**src/rtl/bcd_ctrl_pkg.sv**
```systemverilog
// Shared definitions for the BCD counter sequencing controller: state codes
// and default limits.
package bcd_ctrl_pkg;

  localparam logic [2:0] IDLE  = 3'd0;
  localparam logic [2:0] CLEAR = 3'd1;
  localparam logic [2:0] ARM   = 3'd2;
  localparam logic [2:0] RUN   = 3'd3;
  localparam logic [2:0] HOLD  = 3'd4;
  localparam logic [2:0] DONE  = 3'd5;
  localparam logic [2:0] FAULT = 3'd6;

  localparam int MAX_LIMIT_DEF = 99;
  localparam int TIMEOUT_DEF   = 1023;

  typedef enum logic [2:0] {
    ST_IDLE  = IDLE,
    ST_CLEAR = CLEAR,
    ST_ARM   = ARM,
    ST_RUN   = RUN,
    ST_HOLD  = HOLD,
    ST_DONE  = DONE,
    ST_FAULT = FAULT
  } state_t;

endpackage

```
**src/rtl/bcd_count_ctrl_if.sv**
```systemverilog
// Signal bundle between panel inputs, the BCD counter and the controller.
// The controller is the master; the panel/counter side is the slave.
interface bcd_count_ctrl_if;
  logic       start;
  logic       hold;
  logic       abort;
  logic [6:0] max_in;
  logic [3:0] digit_tens;
  logic [3:0] digit_ones;
  logic [6:0] max_count;
  logic       run;
  logic       clr;
  logic       done;
  logic       err;
  logic [2:0] state;

  modport master (
    input  start, hold, abort, max_in, digit_tens, digit_ones,
    output max_count, run, clr, done, err, state
  );

  modport slave (
    output start, hold, abort, max_in, digit_tens, digit_ones,
    input  max_count, run, clr, done, err, state
  );
endinterface

```
**src/rtl/bcd_count_ctrl_bin2bcd_7.sv**
```systemverilog
// Combinational 7-bit binary to two BCD digits; valid for inputs 0..99.
module bin2bcd_7 (
  input  logic [6:0] bin,
  output logic [3:0] tens,
  output logic [3:0] ones
);

  assign tens = 4'(bin / 7'd10);
  assign ones = 4'(bin % 7'd10);

endmodule

```
**src/rtl/bcd_count_ctrl.sv**
```systemverilog
// Sequencing controller for the two-digit BCD counter: target latch, clear
// pulse, run enable, terminal/stall/illegal-digit detection.
module bcd_count_ctrl
  import bcd_ctrl_pkg::*;
#(
  parameter int MAX_LIMIT = MAX_LIMIT_DEF,
  parameter int TIMEOUT   = TIMEOUT_DEF,
  parameter int TW        = 10
) (
  input logic             CLK,
  input logic             RST,
  bcd_count_ctrl_if.master bus
);

  localparam logic [6:0]    LIMIT  = 7'(MAX_LIMIT);
  localparam logic [TW-1:0] WD_MAX = TW'(TIMEOUT);

  state_t        cur, nxt;
  logic          start_prev, abort_prev;
  logic          start_edge, abort_edge;
  logic [6:0]    tgt;
  logic [3:0]    tgt_tens, tgt_ones;
  logic [7:0]    dig_prev;
  logic [TW-1:0] wd;
  logic          digit_bad, match, dig_change, latch_en;

  function automatic logic [6:0] clamp_tgt(input logic [6:0] v);
    return (v > LIMIT) ? LIMIT : v;
  endfunction

  bin2bcd_7 u_tgt_bcd (
    .bin  (tgt),
    .tens (tgt_tens),
    .ones (tgt_ones)
  );

  assign start_edge = bus.start & ~start_prev;
  assign abort_edge = bus.abort & ~abort_prev;
  assign digit_bad  = (bus.digit_tens > 4'd9) || (bus.digit_ones > 4'd9);
  assign match      = ({bus.digit_tens, bus.digit_ones} == {tgt_tens, tgt_ones});
  assign dig_change = ({bus.digit_tens, bus.digit_ones} != dig_prev);
  // Abort is ignored in IDLE but otherwise beats a simultaneous start.
  assign latch_en   = start_edge &&
                      ((cur == ST_IDLE) ||
                       (!abort_edge && (cur == ST_DONE || cur == ST_FAULT)));

  always_ff @(posedge CLK or posedge RST) begin
    if (RST) begin
      start_prev <= 1'b1;
      abort_prev <= 1'b1;
      dig_prev   <= '0;
      tgt        <= '0;
    end else begin
      start_prev <= bus.start;
      abort_prev <= bus.abort;
      dig_prev   <= {bus.digit_tens, bus.digit_ones};
      if (latch_en) tgt <= clamp_tgt(bus.max_in);
    end
  end

  // Watchdog: cleared in ARM and on any digit movement, frozen outside RUN.
  always_ff @(posedge CLK or posedge RST) begin
    if (RST) begin
      wd <= '0;
    end else if (cur == ST_ARM) begin
      wd <= '0;
    end else if (cur == ST_RUN) begin
      if (dig_change)        wd <= '0;
      else if (wd != WD_MAX) wd <= wd + 1'b1;
    end
  end

  always_comb begin
    nxt = cur;
    case (cur)
      ST_IDLE:  if (latch_en) nxt = ST_CLEAR;
      ST_CLEAR: nxt = ST_ARM;
      ST_ARM:   nxt = ST_RUN;
      ST_RUN: begin
        if (abort_edge)        nxt = ST_IDLE;
        else if (digit_bad)    nxt = ST_FAULT;
        else if (match)        nxt = ST_DONE;
        else if (bus.hold)     nxt = ST_HOLD;
        else if (wd == WD_MAX) nxt = ST_FAULT;
      end
      ST_HOLD: begin
        if (abort_edge)     nxt = ST_IDLE;
        else if (!bus.hold) nxt = ST_RUN;
      end
      ST_DONE, ST_FAULT: begin
        if (abort_edge)    nxt = ST_IDLE;
        else if (latch_en) nxt = ST_CLEAR;
      end
      default: nxt = ST_IDLE;
    endcase
  end

  // Moore outputs registered from the next state.
  always_ff @(posedge CLK or posedge RST) begin
    if (RST) begin
      cur      <= ST_IDLE;
      bus.run  <= 1'b0;
      bus.clr  <= 1'b0;
      bus.done <= 1'b0;
      bus.err  <= 1'b0;
    end else begin
      cur      <= nxt;
      bus.run  <= (nxt == ST_RUN);
      bus.clr  <= (nxt == ST_CLEAR);
      bus.done <= (nxt == ST_DONE);
      bus.err  <= (nxt == ST_FAULT);
    end
  end

  assign bus.state     = cur;
  assign bus.max_count = tgt;

endmodule

```
**src/flat_wrapper.sv**
```systemverilog
// flat-port wrapper written by rule: the top's interface ports become plain ports
module bcd_count_ctrl_flat import bcd_ctrl_pkg::*;
#(
  parameter int MAX_LIMIT = MAX_LIMIT_DEF,
  parameter int TIMEOUT   = TIMEOUT_DEF,
  parameter int TW        = 10
)
  (CLK, RST, bus_start, bus_hold, bus_abort, bus_max_in, bus_digit_tens, bus_digit_ones, bus_max_count, bus_run, bus_clr, bus_done, bus_err, bus_state);
  bcd_count_ctrl_if bus_i ();
  input logic CLK;
  input logic RST;
  input wire logic [$bits(bus_i.start)-1:0] bus_start;
  input wire logic [$bits(bus_i.hold)-1:0] bus_hold;
  input wire logic [$bits(bus_i.abort)-1:0] bus_abort;
  input wire logic [$bits(bus_i.max_in)-1:0] bus_max_in;
  input wire logic [$bits(bus_i.digit_tens)-1:0] bus_digit_tens;
  input wire logic [$bits(bus_i.digit_ones)-1:0] bus_digit_ones;
  output wire logic [$bits(bus_i.max_count)-1:0] bus_max_count;
  output wire logic [$bits(bus_i.run)-1:0] bus_run;
  output wire logic [$bits(bus_i.clr)-1:0] bus_clr;
  output wire logic [$bits(bus_i.done)-1:0] bus_done;
  output wire logic [$bits(bus_i.err)-1:0] bus_err;
  output wire logic [$bits(bus_i.state)-1:0] bus_state;
  assign bus_i.start = bus_start;
  assign bus_i.hold = bus_hold;
  assign bus_i.abort = bus_abort;
  assign bus_i.max_in = bus_max_in;
  assign bus_i.digit_tens = bus_digit_tens;
  assign bus_i.digit_ones = bus_digit_ones;
  assign bus_max_count = bus_i.max_count;
  assign bus_run = bus_i.run;
  assign bus_clr = bus_i.clr;
  assign bus_done = bus_i.done;
  assign bus_err = bus_i.err;
  assign bus_state = bus_i.state;
  bcd_count_ctrl #(.MAX_LIMIT(MAX_LIMIT), .TIMEOUT(TIMEOUT), .TW(TW)) u_core (.CLK(CLK), .RST(RST), .bus(bus_i));
endmodule
```
**config.mk**
```make
export PLATFORM = sky130hd
export DESIGN_NAME = bcd_count_ctrl_flat
export DESIGN_NICKNAME = d
export VERILOG_FILES = /design/src/rtl/bcd_ctrl_pkg.sv /design/src/rtl/bcd_count_ctrl_if.sv /design/src/rtl/bcd_count_ctrl_bin2bcd_7.sv /design/src/rtl/bcd_count_ctrl.sv /design/src/flat_wrapper.sv
export SDC_FILE = /design/constraint.sdc
export NUM_CORES = 1
export LEC_CHECK = 0
export ABC_AREA = 1
export BUFFER_PORTS_ARGS = -buffer_cell sky130_fd_sc_hd__clkbuf_2
export CAP_MARGIN = 30
export CORE_MARGIN = 10
export CORE_UTILIZATION = 51
export CTS_CLUSTER_DIAMETER = 100
export DETAILED_ROUTE_END_ITERATION = 6
export HOLD_SLACK_MARGIN = 0.1
export PLACE_DENSITY = 0.76
export SETUP_SLACK_MARGIN = 0.15
export SLEW_MARGIN = 25
export SYNTH_ARGS = -nofsm -noshare
export SYNTH_HDL_FRONTEND = slang
export SYNTH_SLANG_ARGS = --single-unit
```
**constraint.sdc**
```tcl
create_clock -name CLK -period 2.38 [get_ports CLK]
set_input_delay 0.238 -clock CLK [delete_from_list [all_inputs] [get_ports CLK]]
set_output_delay 0.238 -clock CLK [all_outputs]
set_load 0.05 [all_outputs]
```
Word-level counts from Yosys, hierarchy flattened. Cells that the tools add are included.

Register bits after elaboration: 34. Word-level logic and storage cells: 60.

Div/mod/pow operators: 2. Reductions and logical operators: 11. Mux-type cells: 15. Order comparisons: 3. $add $sub $neg: 1. Bitwise logic cells: 4. Equality and inequality tests: 14.

Operator list (count): 10-bit 2-to-1 mux (4); 3-bit 2-to-1 mux (9); 3-bit case mux with 6 select lines (1); 3-bit equality test (second input constant) (5); 10-bit by 1-bit adder with 10-bit output (second input constant) (1); 10-bit equality test (second input constant) (1); 10-bit != test (second input constant) (1); 3-bit by 2-bit equality test with 1-bit output (second input constant) (3); 8-bit equality test (1); 4-bit greater-than comparator (second input constant) (2); 8-bit != test (1); 7-bit by 4-bit divider with 7-bit output (second input constant) (1); 7-bit greater-than comparator (second input constant) (1); 7-bit by 4-bit remainder unit with 7-bit output (second input constant) (1); 7-bit 2-to-1 mux (1); 3-bit by 1-bit equality test with 1-bit output (second input constant) (2); 3-bit logical NOT (1); 1-bit logical OR (3); 3-bit nonzero test (1); 1-bit bitwise AND (2); 1-bit logical AND (2); 1-bit inverter (2); 2-bit AND reduction (1); 2-bit nonzero test (1); other kinds (2) (2).

Depth between registers and ports, before layout. Gate-level depths: netlist of run 1.

Depth after elaboration: 10. Mapped depth: 29.

Hierarchy. A second synthesis of run 1 with hierarchy kept.

Cell total of the unflattened synthesis: 332. Area total of the unflattened synthesis: 2387.3 µm².

Modules (own cells, without submodules): bcd_count_ctrl (sequential area each 853.3 µm², area an instance 2034.5 µm², cells an instance 269, times used 1); bin2bcd_7 (sequential area each 0.0 µm², area an instance 352.8 µm², cells an instance 63, times used 1).

Worst setup path after synthesis of run 1. OpenSTA, ideal clock, no wires.

Kind: register -> register. Start: register u_core.tgt[4], in the netlist u_core.bus.max_count[4]. End: register u_core.bus.err. Slack: -0.433 ns. Cell stages (with the launch flop): 29. Arrival: 2.692 ns. Cell sequence: dfrtp_1 > inv_2 > nand2_2 > nand2_1 > nand2_1 > nand2_4 > nand2_1 > nand2_2 > inv_2 > nand2_4 > nand2_4 > nand2_2 > nand2_1 > clkinv_1 > ha_1 > inv_1 > nand2_1 > nand2_1 > nand2_1 > nand2_1 > nand3_1 > nor2_2 > nand2_2 > nand2_1 > nand2_1 > nand2_1 > nand2_2 > inv_2 > nor2_1.

Word-level cells in the longest chain between the ends: 7. Elaborated cells between the ends (all ways): 8.

RTL lines: start, declared (RTL line bcd_count_ctrl.sv:21) `logic [6:0] tgt;`; start signal, assigned (RTL line bcd_count_ctrl.sv:57) `if (latch_en) tgt <= clamp_tgt(bus.max_in);`; 7-bit by 4-bit remainder unit with 7-bit output or 7-bit by 4-bit divider with 7-bit output (tied branches) (RTL line bcd_count_ctrl_bin2bcd_7.sv:9, bcd_count_ctrl_bin2bcd_7.sv:8); 8-bit equality test * (RTL line bcd_count_ctrl.sv:40) `assign match = ({bus.digit_tens, bus.digit_ones} == {tgt_tens, tgt_ones});`; 3-bit 2-to-1 mux * (RTL line bcd_count_ctrl.sv:82) `else if (match) nxt = ST_DONE;`; 3-bit 2-to-1 mux * (RTL line bcd_count_ctrl.sv:81) `else if (digit_bad) nxt = ST_FAULT;`; 3-bit 2-to-1 mux * (RTL line bcd_count_ctrl.sv:80) `if (abort_edge) nxt = ST_IDLE;`; 3-bit case mux with 6 select lines * (RTL line bcd_count_ctrl.sv:75) `case (cur)`; via u_core.nxt[1] (RTL line bcd_count_ctrl.sv:18) `state_t cur, nxt;`; 3-bit equality test * (RTL line bcd_count_ctrl.sv:111) `bus.err <= (nxt == ST_FAULT);`; end signal, assigned (RTL line bcd_count_ctrl.sv:111); end, declared (RTL line bcd_count_ctrl_if.sv:19) `output max_count, run, clr, done, err, state`.

Mark *: on every way through the listed nets, which the timed path passes. The rest lies on a longest branch. A chain may end at the register's enable or synchronous reset.

Worst setup path after layout of run 1.
Start: register u_core.tgt[6], in the netlist u_core.bus.max_count[6]. End: register u_core.bus.err.

Word-level cells in the longest chain between the ends: 7. Elaborated cells between the ends (all ways): 8.

RTL lines (RTL line): 7-bit by 4-bit remainder unit with 7-bit output or 7-bit by 4-bit divider with 7-bit output (tied branches) (bcd_count_ctrl_bin2bcd_7.sv:9, bcd_count_ctrl_bin2bcd_7.sv:8); 8-bit equality test * (bcd_count_ctrl.sv:40); 3-bit 2-to-1 mux * (bcd_count_ctrl.sv:82); 3-bit 2-to-1 mux * (bcd_count_ctrl.sv:81); 3-bit 2-to-1 mux * (bcd_count_ctrl.sv:80); 3-bit case mux with 6 select lines * (bcd_count_ctrl.sv:75); 3-bit equality test * (bcd_count_ctrl.sv:111).

Every way passes the cells marked *; elsewhere a longest branch is shown, timed or not.

==> results.toml, run 1 <==
[outcome]
outcome = "finished with violations"
violations = "setup timing"

[routing]
routed_wl_microns = 5510
routed_via_density = 5.07
wl_per_cell_microns = 13.4
first_pass_iters = 4
drcViolationCount = 0
via_count = 2082
antenna_left = 0
initialDrtViolationCount = 142

[worst_setup_path]
crit_slowest_cell = "dfrtp_2"
crit_required_ps = 2570
crit_type = "register to register"
cp_num_buf_inv = 6
crit_path_start = "u_core.bus.max_count[6]"
ff2ff_setup_slack_ps = -240
end_kind = "register"
reg2reg_from = "u_core.bus.max_count[6]"
cp.arrival_ps = 2810
critPathCapture = "u_core.bus.err"
r2r_end = "u_core.bus.err"
path_cells = "inv_2, nand2_4, nand3_2, nand2_4, nand2_4, nand2_2, nand2_2, inv_2, nand2_4, buf_4, buf_4, nand2_1, nand2_1, inv_2, nand4_1, nand3_1, nand2_1, nand2_2, nand2_2, a21oi_4, buf_4, nor2_2"
critPathMaxStageDelay_ps = 440
worst_r2r_path_depth = 22
critical_path_depth = 22
worstSetupStartpointType = "register"
crit_fanout = 6
crit_family = "simple AND/OR/NAND/NOR gates"

[power]
power_density_nw_per_um2 = 1730
peakVddDrop_v = 0.00109
p_leak_nw = 1.46
p_total_mw = 4.98

[die]
die_w_microns = 84.4
die_h_microns = 84.4
fp.coreArea_sq_um = 4000
die-area_sq_um = 7110
num_rows = 23
io_pins = 34
start_util_pct = 52.8

[run]
cap_violations = 0

[timing]
finalWorstSetupSlack_ps = -238
relSlewSlack_pct = 71.4
min_period_ps = 2620
clock.fmax_ghz = 0.382
final_hold_viol_count = 0
slew_viol_final = 0
tightest_slew_ps = 426
finClkSkew_ps = 8.56
post-route-period-util_pct = 110
rsz0062_at_grt = "true"
finalSetupViolCount = 6

[cts]
clk_pin_slew_ps = 70
clock_latency_ps = 290
htreeDepth = 2
cts_buffers = 5
cts_buffer_depth = 2
cts_root_buf = "clkbuf_8"
cts_tree = "done"
cts.sinks = 34

[layout]
areaGrowthSynthToFinish_pct = 36.5
num-fill-cells = 315
drive_above_1_share_pct = 40.2
antenna_cells = 0
design_area_sq_um = 2880
nets = 382
final_common_cell = "nand2_1"
stdcell_count = 411
final_cell_mix = "nand2_1, inv_1, clkbuf_2"

[hold_path]
min_path_type = "input port to register"

[placement]
dp_cells = 384
pre_cts_slack_ps = -216
gp_congestion = 0.899
hpwl_microns = 3920
detailed_place.area_sq_um = 2500
portBuffers = 33

[synthesis]
avgSynthCellArea_sq_um = 7.41
yosys.area.top_type = "dfrtp_1"
synthesis.area_sq_um = 2110
synth_top_area_share_pct = 37.9
yosysWarningCount = 0
ys_seq_area_share_pct = 40.4
yosys-top-cells-area = "dfrtp_1, nand2_1, inv_1"
syn_nets = 307
netlist_instances = 285
ys_ff_latch = 34
synth_cell_type_count = 31

[grt]
overflow = 0
antenna_found_initial = 0
grt_pass1_wl_microns = 9240
grt_max_degree = 35
first_global_vias = 2118
grtUsageTotal_pct = 15.4
==> final cells by class <==
type / count / area, sq um / share of cell area, %
well taps: 50 / 62.6 / 2.17
clock buffers: 7 / 76.3 / 2.65
inverters: 51 / 199 / 6.90
clock inverters: 1 / 30.0 / 1.04
flip-flops and latches: 34 / 858 / 29.8
repair buffers: 70 / 457 / 15.8
multi-input cells: 198 / 1200 / 41.6
==> how the worst min path moves through the flow <==
stage	cells after the start	to	slack, ps	start
final	1	u_core.dig_prev[4]	110	bus_digit_tens[0]
after global routing	1	u_core.dig_prev[4]	110	bus_digit_tens[0]
after CTS	1	u_core.dig_prev[7]	100	bus_digit_tens[3]
after detailed placement	1	u_core.abort_prev	340	bus_abort
after global placement	3	u_core.dig_prev[4]	330	RST
after floorplan	0	u_core.abort_prev	240	bus_abort
==> cell usage after synthesis (all sizes together) <==
master,count
a21oi,17
clkbuf,1
ha,2
nor4,1
a2bb2oi,1
nand3,31
xnor2,7
inv,50
a311oi,1
clkinv,1
dfrtp,32
nor3,7
o211ai,1
nand4,8
or2,2
xor2,3
nor2,23
buf,1
o21ai,14
dfstp,2
nand2,79
nor3b,1
==> registers in the layout (all words and copies together), names as in the netlist <==
name and count:
u_core.bus.err 1, u_core.bus.max_count 7, u_core.wd 10, u_core.bus.state 3, u_core.abort_prev 1, u_core.dig_prev 8
u_core.bus.done 1, u_core.bus.clr 1, u_core.bus.run 1, u_core.start_prev 1
==> repair_timing <==
item                                   CTS  global route
setup buffers                            7             8
endpoints found under the hold margin   34             1
pin swaps                               13            18
setup endpoints to repair                7            15
hold buffers                             3             1
gates resized for setup                 10            22
==> per-stage QoR <==
stage | TNS, ps | utilization, % | hold slack (ps)
2_1_floorplan | -831 | - | 242
3_3_place_gp | -412 | 62.6 | 333
3_5_place_dp | -928 | 62.6 | 340
4_1_cts | -641 | 68.3 | 105
5_1_grt | -2170 | 72.1 | 108
6_report | -1120 | 72.1 | 112
==> logic make-up after synthesis <==
| logic type | count (synthesis) | synth area share (%) |
|---|---|---|
| XOR/XNOR | 10 | 4.15 |
| adder cells (fa/ha/maj) | 2 | 1.18 |
| flip-flops | 34 | 40.4 |
| AO/OA/AOI/OAI | 34 | 9.06 |
| AND/OR/NAND/NOR | 152 | 35.7 |
| buffers and inverters | 53 | 9.48 |
==> routing by layer <==
metal  GRT usage, %  vias up  part of all wire (%)
met2           26.6       47                    49
met4           5.54        0                   1.9
met5              0        -                     0
met3           4.64       14                   4.4
met1           17.4      963                    45
li1               -     1058                     -
==> power by group <==
group	internal, mW	leakage [nW]	total [mW]	switching (mW)
combinational	1.45	0.979	3.61	2.16
sequential	0.698	0.427	0.840	0.142
clock	0.313	0.0524	0.523	0.210
total	2.46	1.46	4.98	2.52
Power figures use the tool's default switching activity.
==> inputs of run 2 (changes only) <==
ABC_AREA = default   (was 1)
CORE_UTILIZATION = 50   (was 51)
GPL_TIMING_DRIVEN = 0   (was default)
PLACE_DENSITY = 0.75   (was 0.76)
==> results.toml, run 2 <==
[outcome]
outcome = "finished with violations"
violations = "setup timing"

[cts]
cts_tree = "done"
clk_pin_slew_ps = 70
clock_latency_ps = 290
cts_buffer_depth = 2
cts.sinks = 34
cts_root_buf = "clkbuf_8"
cts_buffers = 5
htreeDepth = 2

[timing]
finalSetupViolCount = 6
finalWorstSetupSlack_ps = -758
slew_viol_final = 0
min_period_ps = 3140
final_hold_viol_count = 0
tightest_slew_ps = 726
post-route-period-util_pct = 132
rsz0062_at_grt = "true"
timing.hold.ws_ps = 116
clock.fmax_ghz = 0.319
finClkSkew_ps = 7.02
relSlewSlack_pct = 51.5

[grt]
grtUsageTotal_pct = 13.8
overflow = 0
antenna_found_initial = 0
first_global_vias = 1767
grt_pass1_wl_microns = 8180
grt_max_degree = 35

[worst_setup_path]
end_kind = "register"
crit_family = "simple AND/OR/NAND/NOR gates"
cp.arrival_ps = 3320
crit_required_ps = 2560
cp_num_buf_inv = 2
worstSetupStartpointType = "register"
path_cells = "buf_6, nand2b_4, mux2i_4, nor3_4, xnor2_2, ha_2, nand2_1, o2111a_1, or4_1, o211ai_1, nand4_1, buf_4, a31oi_4, and3b_1"
critPathMaxStageDelay_ps = 410
crit_type = "register to register"
crit_slowest_cell = "dfrtp_2"
crit_fanout = 4

[hold_path]
min_path_type = "input port to register"

[routing]
via_count = 1837
wl_per_cell_microns = 15.3
antenna_left = 0
initialDrtViolationCount = 85
top_layer = "met4"
drcViolationCount = 0
first_pass_iters = 4
wl_met1_microns = 2180
routed_wl_microns = 5030
wl_met3_microns = 288
routed_via_density = 5.58
wl_met2_microns = 2500

[synthesis]
ys_ff_latch = 34
synth_cell_type_count = 51
yosys.area.top_type = "dfrtp_1"
synth_top_area_share_pct = 40.0
netlist_instances = 225
syn_nets = 247
synth_edf_count = 0
avgSynthCellArea_sq_um = 8.90
yosysWarningCount = 0
synthTopCellsByCount = "dfrtp_1, nand2_1, nor2_1, o21ai_0, a21oi_1"
yosys.cell_count.top_type = "dfrtp_1"
async_flop_share_pct = 100
yosys-top-cells-area = "dfrtp_1, nand2_1, xnor2_1"
ys_seq_area_share_pct = 42.6
synth_ff_type = "dfrtp_1"
synthesis.area_sq_um = 2000

[placement]
hpwl_microns = 3380
gp_congestion = 0.797
portBuffers = 33

[die]
die_h_microns = 83.3
io_pins = 34
die_w_microns = 83.3
die-area_sq_um = 6930
fp.coreArea_sq_um = 3770
start_util_pct = 53.1
num_rows = 22

[layout]
drive_above_1_share_pct = 30.2
fin_util_pct = 69.5
antenna_cells = 0
final_cell_mix = "clkbuf_2, nand2_1, dfrtp_1"
nets = 302
areaGrowthSynthToFinish_pct = 30.9
final_common_cell = "clkbuf_2"
largest_reg_flops = 10
largest_register = "u_core.wd"
num-fill-cells = 281

[power]
p_leak_nw = 1.18
peakVddDrop_v = 0.00104
power_density_nw_per_um2 = 1510

[run]
cap_violations = 0
[run 2: layer usage]
| layer | vias to the layer above | track usage, % |
|---|---|---|
| li1 | 912 | - |
| met1 | 870 | 16.7 |
| met2 | 50 | 22.0 |
| met3 | 5 | 4.59 |
| met4 | 0 | 5.08 |
| met5 | - | 0 |
[run 2: kinds of logic after synthesis]
kind of cell / after synthesis / share of synthesized area, %
muxes: 3 / 1.50
xor gates and xnor gates: 20 / 8.75
adders and majority gates: 2 / 1.25
AOI/OAI and AO/OA: 58 / 19.1
and+or+nand+nor: 90 / 22.4
buffers and inverters: 18 / 4.37
DFF: 34 / 42.6
[run 2: power by group]
part	internal, mW	switching [mW]	total (mW)
Clock	0.447	0.216	0.662
Sequential	0.694	0.111	0.805
Combinational	1.05	1.44	2.49
Total	2.20	1.76	3.96
[run 2: final cells by class]
class | count | area, sq um | area share, %
Buffer | 10 | 63.8 | 2.43
Clock buffer | 6 | 82.6 | 3.15
Clock inverter | 2 | 60.1 | 2.29
Inverter | 8 | 30.0 | 1.15
Multi-Input combinational cell | 173 | 1180 | 45.1
Sequential cell | 34 | 858 | 32.7
Tap cell | 48 | 60.1 | 2.29
Timing Repair Buffer | 48 | 285 | 10.9
[run 2: worst paths after layout]
path	from	end	slack (ps)	cells after the start
max reg2reg	u_core.bus.max_count[3]	u_core.bus.err	-760	14
min reg2reg	u_core.wd[7]	u_core.wd[7]	510	1
max	u_core.bus.max_count[3]	u_core.bus.err	-760	14
min in group asynchronous	RST	u_core.wd[2]	600	3
max in group asynchronous	RST	u_core.bus.max_count[3]	1260	3
min	bus_digit_tens[0]	u_core.dig_prev[4]	120	1
[run 2: stage by stage]
step / total power [mW] / worst slack, ps / instance area, sq um / instances / setup TNS, ps
after CTS: 3.67 / -745 / 2530 / 325 / -3640
after floorplan: 2.32 / -783 / 2010 / 225 / -3750
after global placement: 2.65 / -821 / 2240 / 306 / -4180
final: 3.96 / -758 / 2620 / 329 / -3830
after global routing: 4.19 / -896 / 2620 / 329 / -4650
after detailed placement: 2.70 / -907 / 2240 / 306 / -4630
[run 2: timing repair]
action | CTS | global route
hold buffers | 3 | 0
pin swaps | 8 | 6
setup endpoints to repair | 6 | 14
buffers inserted | 8 | 4
hold endpoints to repair | 34 | 0
resized for setup | 11 | 10
[run 2: worst register-to-register path, cell delays in order, from the launching register on]
cell and delay (ps):
dfrtp_2 410, buf_6 120, nand2b_4 160, mux2i_4 200, nor3_4 180, xnor2_2 160, ha_2 230, nand2_1 60
o2111a_1 260, or4_1 400, o211ai_1 140, nand4_1 160, buf_4 190, a31oi_4 160, and3b_1 200
